File: src/rtl/mem_arb_pkg.sv
// rtl/mem_arb_pkg.sv - shared types and default sizes for the round-robin memory arbiter
package mem_arb_pkg;

    typedef enum logic [1:0] {
        IDLE    = 2'd0,
        WR      = 2'd1,
        RD      = 2'd2,
        RD_WAIT = 2'd3
    } state_t;

    localparam int DW_DEF = 8;
    localparam int AW_DEF = 2;
    localparam int N_REQ  = 2;

endpackage

File: src/rtl/mem_rr_arbiter_if.sv
// rtl/mem_rr_arbiter_if.sv - requester, response and memory-side signals of the arbiter
interface mem_rr_arbiter_if
    import mem_arb_pkg::*;
#(
    parameter int DW = DW_DEF,
    parameter int AW = AW_DEF
);

    logic [N_REQ-1:0]         req;
    logic [N_REQ-1:0]         req_we;
    logic [N_REQ-1:0][AW-1:0] req_addr;
    logic [N_REQ-1:0][DW-1:0] req_wdata;
    logic [N_REQ-1:0]         gnt;
    logic [N_REQ-1:0]         rsp_valid;
    logic [DW-1:0]            rsp_rdata;
    logic                     mem_wr_en;
    logic                     mem_rd_en;
    logic [AW-1:0]            mem_addr;
    logic [DW-1:0]            mem_wdata;
    logic [DW-1:0]            mem_rdata;

    // Arbiter side
    modport slave (
        input  req, req_we, req_addr, req_wdata, mem_rdata,
        output gnt, rsp_valid, rsp_rdata, mem_wr_en, mem_rd_en, mem_addr, mem_wdata
    );

    // Requesters plus memory side
    modport master (
        output req, req_we, req_addr, req_wdata, mem_rdata,
        input  gnt, rsp_valid, rsp_rdata, mem_wr_en, mem_rd_en, mem_addr, mem_wdata
    );

endinterface

File: src/rtl/mem_rr_arbiter_rr_pick2.sv
// rtl/mem_rr_arbiter_rr_pick2.sv - two-way round-robin winner selection
module rr_pick2 (
    input  logic [1:0] req_i,
    input  logic       last_owner_i,
    output logic       winner_o,
    output logic       any_o
);

    // A lone requester always wins; on contention the one not served last wins
    always_comb begin
        winner_o = 1'b0;
        any_o    = |req_i;
        case (req_i)
            2'b01:   winner_o = 1'b0;
            2'b10:   winner_o = 1'b1;
            2'b11:   winner_o = ~last_owner_i;
            default: winner_o = 1'b0;
        endcase
    end

endmodule

File: src/rtl/mem_rr_arbiter.sv
// rtl/mem_rr_arbiter.sv - two-requester round-robin sequencer in front of a single-port memory
module mem_rr_arbiter
    import mem_arb_pkg::*;
#(
    parameter int DW = DW_DEF,
    parameter int AW = AW_DEF
) (
    input  logic             clk,
    input  logic             rst,
    mem_rr_arbiter_if.slave  bus
);

    state_t          state_q, state_d;
    logic            last_owner_q, last_owner_d;
    logic            owner_q, owner_d;
    logic [1:0]      gnt_q, gnt_d;
    logic [1:0]      rsp_valid_q, rsp_valid_d;
    logic [DW-1:0]   rsp_rdata_q, rsp_rdata_d;
    logic            mem_wr_en_q, mem_wr_en_d;
    logic            mem_rd_en_q, mem_rd_en_d;
    logic [AW-1:0]   mem_addr_q, mem_addr_d;
    logic [DW-1:0]   mem_wdata_q, mem_wdata_d;

    logic            winner;
    logic            any_req;

    rr_pick2 u_pick (
        .req_i        (bus.req),
        .last_owner_i (last_owner_q),
        .winner_o     (winner),
        .any_o        (any_req)
    );

    // Next state and next registered outputs; pulses default low every cycle
    always_comb begin
        state_d      = state_q;
        last_owner_d = last_owner_q;
        owner_d      = owner_q;
        gnt_d        = 2'b00;
        rsp_valid_d  = 2'b00;
        rsp_rdata_d  = rsp_rdata_q;
        mem_wr_en_d  = 1'b0;
        mem_rd_en_d  = 1'b0;
        mem_addr_d   = mem_addr_q;
        mem_wdata_d  = mem_wdata_q;
        case (state_q)
            IDLE: begin
                if (any_req) begin
                    gnt_d[winner] = 1'b1;
                    mem_addr_d    = bus.req_addr[winner];
                    owner_d       = winner;
                    last_owner_d  = winner;
                    if (bus.req_we[winner]) begin
                        mem_wr_en_d = 1'b1;
                        mem_wdata_d = bus.req_wdata[winner];
                        state_d     = WR;
                    end else begin
                        mem_rd_en_d = 1'b1;
                        state_d     = RD;
                    end
                end
            end
            WR:      state_d = IDLE;
            RD:      state_d = RD_WAIT;
            RD_WAIT: begin
                rsp_rdata_d          = bus.mem_rdata;
                rsp_valid_d[owner_q] = 1'b1;
                state_d              = IDLE;
            end
            default: state_d = IDLE;
        endcase
    end

    // State and output registers; last_owner resets to 1 so requester 0 wins first contention
    always_ff @(posedge clk or posedge rst) begin
        if (rst) begin
            state_q      <= IDLE;
            last_owner_q <= 1'b1;
            owner_q      <= 1'b0;
            gnt_q        <= '0;
            rsp_valid_q  <= '0;
            rsp_rdata_q  <= '0;
            mem_wr_en_q  <= 1'b0;
            mem_rd_en_q  <= 1'b0;
            mem_addr_q   <= '0;
            mem_wdata_q  <= '0;
        end else begin
            state_q      <= state_d;
            last_owner_q <= last_owner_d;
            owner_q      <= owner_d;
            gnt_q        <= gnt_d;
            rsp_valid_q  <= rsp_valid_d;
            rsp_rdata_q  <= rsp_rdata_d;
            mem_wr_en_q  <= mem_wr_en_d;
            mem_rd_en_q  <= mem_rd_en_d;
            mem_addr_q   <= mem_addr_d;
            mem_wdata_q  <= mem_wdata_d;
        end
    end

    assign bus.gnt       = gnt_q;
    assign bus.rsp_valid = rsp_valid_q;
    assign bus.rsp_rdata = rsp_rdata_q;
    assign bus.mem_wr_en = mem_wr_en_q;
    assign bus.mem_rd_en = mem_rd_en_q;
    assign bus.mem_addr  = mem_addr_q;
    assign bus.mem_wdata = mem_wdata_q;

endmodule

File: src/flat_wrapper.sv
// flat-port wrapper written by rule: the top's interface ports become plain ports
module mem_rr_arbiter_flat import mem_arb_pkg::*;
#(
    parameter int DW = DW_DEF,
    parameter int AW = AW_DEF
)
  (clk, rst, bus_req, bus_req_we, bus_req_addr, bus_req_wdata, bus_mem_rdata, bus_gnt, bus_rsp_valid, bus_rsp_rdata, bus_mem_wr_en, bus_mem_rd_en, bus_mem_addr, bus_mem_wdata);
  mem_rr_arbiter_if #(.DW(DW), .AW(AW)) bus_i ();
  input  logic clk;
  input  logic rst;
  input wire logic [$bits(bus_i.req)-1:0] bus_req;
  input wire logic [$bits(bus_i.req_we)-1:0] bus_req_we;
  input wire logic [$bits(bus_i.req_addr)-1:0] bus_req_addr;
  input wire logic [$bits(bus_i.req_wdata)-1:0] bus_req_wdata;
  input wire logic [$bits(bus_i.mem_rdata)-1:0] bus_mem_rdata;
  output wire logic [$bits(bus_i.gnt)-1:0] bus_gnt;
  output wire logic [$bits(bus_i.rsp_valid)-1:0] bus_rsp_valid;
  output wire logic [$bits(bus_i.rsp_rdata)-1:0] bus_rsp_rdata;
  output wire logic [$bits(bus_i.mem_wr_en)-1:0] bus_mem_wr_en;
  output wire logic [$bits(bus_i.mem_rd_en)-1:0] bus_mem_rd_en;
  output wire logic [$bits(bus_i.mem_addr)-1:0] bus_mem_addr;
  output wire logic [$bits(bus_i.mem_wdata)-1:0] bus_mem_wdata;
  assign bus_i.req = bus_req;
  assign bus_i.req_we = bus_req_we;
  assign bus_i.req_addr = bus_req_addr;
  assign bus_i.req_wdata = bus_req_wdata;
  assign bus_i.mem_rdata = bus_mem_rdata;
  assign bus_gnt = bus_i.gnt;
  assign bus_rsp_valid = bus_i.rsp_valid;
  assign bus_rsp_rdata = bus_i.rsp_rdata;
  assign bus_mem_wr_en = bus_i.mem_wr_en;
  assign bus_mem_rd_en = bus_i.mem_rd_en;
  assign bus_mem_addr = bus_i.mem_addr;
  assign bus_mem_wdata = bus_i.mem_wdata;
  mem_rr_arbiter #(.DW(DW), .AW(AW)) u_core (.clk(clk), .rst(rst), .bus(bus_i));
endmodule
File: config.mk
export PLATFORM = sky130hd
export DESIGN_NAME = mem_rr_arbiter_flat
export DESIGN_NICKNAME = d
export VERILOG_FILES = /design/src/rtl/mem_arb_pkg.sv /design/src/rtl/mem_rr_arbiter_if.sv /design/src/rtl/mem_rr_arbiter_rr_pick2.sv /design/src/rtl/mem_rr_arbiter.sv /design/src/flat_wrapper.sv
export SDC_FILE = /design/constraint.sdc
export NUM_CORES = 1
export LEC_CHECK = 0
export CAP_MARGIN = 20
export CORE_MARGIN = 3
export CORE_UTILIZATION = 39
export CTS_CLUSTER_DIAMETER = 40
export DETAILED_ROUTE_END_ITERATION = 12
export GPL_ROUTABILITY_DRIVEN = 0
export PLACE_DENSITY = 0.89
export SYNTH_ARGS = -nofsm -noshare
export SYNTH_HDL_FRONTEND = slang
export SYNTH_SLANG_ARGS = --single-unit
File: constraint.sdc
create_clock -name clk -period 2 [get_ports clk]
set_clock_uncertainty 0.15 [all_clocks]
set_input_delay 0.5 -clock clk [delete_from_list [all_inputs] [get_ports clk]]
set_output_delay 0.5 -clock clk [all_outputs]
set_load 0.005 [all_outputs]
==> results.py <==
metrics = {
    "synth": {
        "ys_ff_latch": 28,
        "yosys.area.top_type": "dfrtp_1",
        "avgSynthCellArea_sq_um": 13.8,
        "synth_top_cells_by_area": "dfrtp_1 (59%), mux2_2 (9.8%), o221a_2 (7.8%)",
        "synth-simple-area-share_pct": 12.1,
        "syn_area_sq_um": 1150,
        "syn_inst": 83,
        "synth_compound_area_share_pct": 12.3,
        "yosysSeqAreaShare_pct": 61.1,
        "synth_top_family_by_area": "multiplexers",
        "yosys.area_share.adder_pct": 0,
        "synth_top_area_share_pct": 58.8,
        "syn_nets": 117,
        "synth_xor_area_share_pct": 0,
        "synth_cell_types": 25,
        "yosysWarnings": 0,
        "synthMuxAreaShare_pct": 12.7,
    },
    "power_and_ir_drop": {
        "seq_power_share_pct": 42.2,
        "switching_share_pct": 28.1,
        "combPwrFrac_pct": 46.1,
        "switchingPower_mw": 0.651,
        "p_leak_nw": 0.765,
        "p_int_mw": 1.67,
        "clkPwrFrac_pct": 11.7,
        "powerDensity_nw_per_um2": 1250,
        "peakVddDrop_v": 0.00102,
    },
    "final_layout": {
        "diodes": 0,
        "fill_cells": 229,
        "mostFrequentLayoutCell": "clkdlybuf4s50_1",
        "finalCoreUtilization_pct": 66.5,
        "drive_above_1_share_pct": 21.3,
        "area_delta_synth_final_pct": 61.1,
        "nets": 185,
        "design_area_sq_um": 1850,
        "final_cell_mix": "clkdlybuf4s50_1 (57), dfrtp_1 (27), mux2_2 (10)",
    },
    "critical_path": {
        "critical_path.cell_chain": "clkdlybuf4s50_1, buf_4, a21boi_1, a32o_1, o221a_2",
        "reg2reg_from": "u_core.state_q[0]",
        "startpoint": "bus_req[1]",
        "endpoint_kind": "flop",
        "worst-r2r-setup-slack_ns": 0.33,
        "slowest_stage": "clkdlybuf4s50_1",
        "r2r-end": "u_core.bus.mem_wdata[5]",
        "worst-r2r-cell-count": 3,
        "worst-path-buf-inv": 2,
        "crit_family": "compound AO/OA/AOI/OAI gates",
        "cp.arrival_ns": 2.00,
        "startpoint_type": "input port",
        "path_depth": 5,
        "cp_max_fo": 10,
        "max_stage_delay_ns": 0.47,
        "crit_type": "input port to flop",
        "required_ns": 2.12,
        "crit_end": "u_core.bus.mem_wdata[5]",
    },
    "sta": {
        "fin_crit_sh_pct": 93.9,
        "min_period_ns": 1.88,
        "setup_viol": 0,
        "rsz0062_at_grt": "false",
        "whs_ns": 0.330,
        "fmax_ghz": 0.532,
        "hold_viol_final": 0,
        "slew_viol_final": 0,
        "tightest_slew_ns": 0.374,
        "slew_headroom_pct": 75.1,
    },
    "grt": {
        "gr-total-overflow": 0,
        "antenna_found_initial": 0,
        "grt_max_degree": 29,
        "grtUsageTotal_pct": 16.6,
        "grt_pass1_wl_mm": 4.33,
        "grt_pass1_vias": 919,
    },
    "detailed_routing": {
        "wl_per_cell_microns": 15.4,
        "drc": 0,
        "ant_nets": 0,
        "firstDrtPassIters": 4,
        "routed_wl_mm": 2.79,
        "vias": 928,
        "via_per_inst": 5.13,
        "detail_route.iter0.violations": 19,
    },
    "placed_design": {
        "dp_hpwl_mm": 2.24,
        "io_buffers": 57,
        "dpl-instance-area_sq_um": 1810,
    },
    "die": {
        "coreArea_sq_um": 2780,
        "start_util_pct": 41.3,
        "die_area_sq_um": 3630,
        "num_rows": 19,
        "boundaryPins": 58,
        "die_h_microns": 60.3,
        "die_w_microns": 60.3,
    },
    "clock_tree": {
        "h-tree-depth": 1,
        "cts_tree": "built",
        "numCtsBuffers": 3,
        "clock_latency_ns": 0.32,
        "clockRootBuffer": "clkbuf_4",
        "clk_pin_slew_ns": 0.14,
        "clockBufferDepth": 2,
        "hold_buffers": 0,
        "cts.sinks": 28,
        "cts_resized": 0,
        "post-cts-setup-buffer-count": 0,
    },
    "status": {
        "status": "finished, final reports clean",
    },
    "job": {
        "cap_violations": 0,
    },
    "min_path": {
        "hold_path.class": "flop to flop",
    },
}
cells in the mapped netlist:
library cell and n:
o21ai_1 1, or3_1 8, o221a_2 8, a21oi_1 1, a21boi_1 1, nor2_1 4
a32o_1 1, mux2_1 3, dfstp_2 1, dfrtp_1 27, nand2b_1 3, a31oi_1 1
inv_1 1, buf_2 1, or3b_1 1, a21bo_2 1, nor3b_1 1, mux2_2 10
o31ai_1 1, nand3_1 1, buf_6 1, nand2_1 1, and3_1 1, nor3_1 1
and2_1 3
worst min path at each step:
stage                              start                 endpoint  slack, ns  cells past startpoint
final                     u_core.owner_q  u_core.bus.rsp_valid[0]       0.33                      1
after global placement    u_core.owner_q  u_core.bus.rsp_valid[0]       0.29                      1
after CTS                 u_core.owner_q  u_core.bus.rsp_valid[0]       0.33                      1
after global routing      u_core.owner_q  u_core.bus.rsp_valid[0]       0.35                      1
after detailed placement  u_core.owner_q  u_core.bus.rsp_valid[0]       0.30                      1
after floorplan           u_core.owner_q  u_core.bus.rsp_valid[0]       0.26                      1
cells by family after synthesis:
kind of cell,Yosys count
AOI/OAI and AO/OA,15
buffers and inverters,3
DFF,28
muxes,13
and+or+nand+nor,24
sequential cells by signal, indices dropped and copies added, names as in the netlist, 2 cells and up:
name,flops
u_core.bus.rsp_valid,2
u_core.state_q,2
u_core.bus.gnt,2
u_core.bus.mem_wdata,8
u_core.bus.mem_addr,2
u_core.bus.rsp_rdata,8
through the flow:
step                      worst slack [ns]  power [mW]  setup TNS [ns]  instances
after CTS                            0.106        2.35               0        181
after global placement              -0.160        2.02           -1.45        177
after floorplan                      0.411        1.42               0         83
final                                0.121        2.32               0        181
after global routing                0.0451        2.48               0        181
after detailed placement            -0.206        2.08           -1.85        177
metal layers:
| layer | up-vias | part of all wire [%] | wire, microns | GRT usage (%) |
|---|---|---|---|---|
| met1 | 456 | 38 | 1070 | 20.2 |
| li1 | 445 | - | - | - |
| met3 | 2 | 5.0 | 140 | 2.59 |
| met2 | 25 | 56 | 1560 | 29.3 |
| met5 | - | 0 | 0 | 0 |
| met4 | 0 | 0.57 | 16 | 5.70 |
worst register-to-register path, delay by kind of cell, from the launching register on:
| kind | cells | cell delay [ns] |
|---|---|---|
| AOI/OAI and AO/OA | 2 | 0.72 |
| and+or+nand+nor | 1 | 0.29 |
| DFF | 1 | 0.45 |
power groups by stage:
stage / combinational [mW] / clock (mW) / sequential, mW
6_report: 1.07 / 0.270 / 0.979
5_1_grt: 1.17 / 0.304 / 1.02
4_1_cts: 1.09 / 0.280 / 0.982
3_5_place_dp: 1.08 / 0 / 0.994
3_3_place_gp: 1.05 / 0 / 0.977
2_1_floorplan: 0.429 / 0 / 0.991
layout make-up:
cell class	instances	area, sq um	area share (%)
Sequential cell	28	702	37.9
Tap cell	31	38.8	2.10
Multi-Input combinational cell	52	427	23.1
Timing Repair Buffer	65	643	34.8
Inverter	1	3.75	0.203
Clock buffer	4	36.3	1.96
Power figures use the tool's default switching activity.
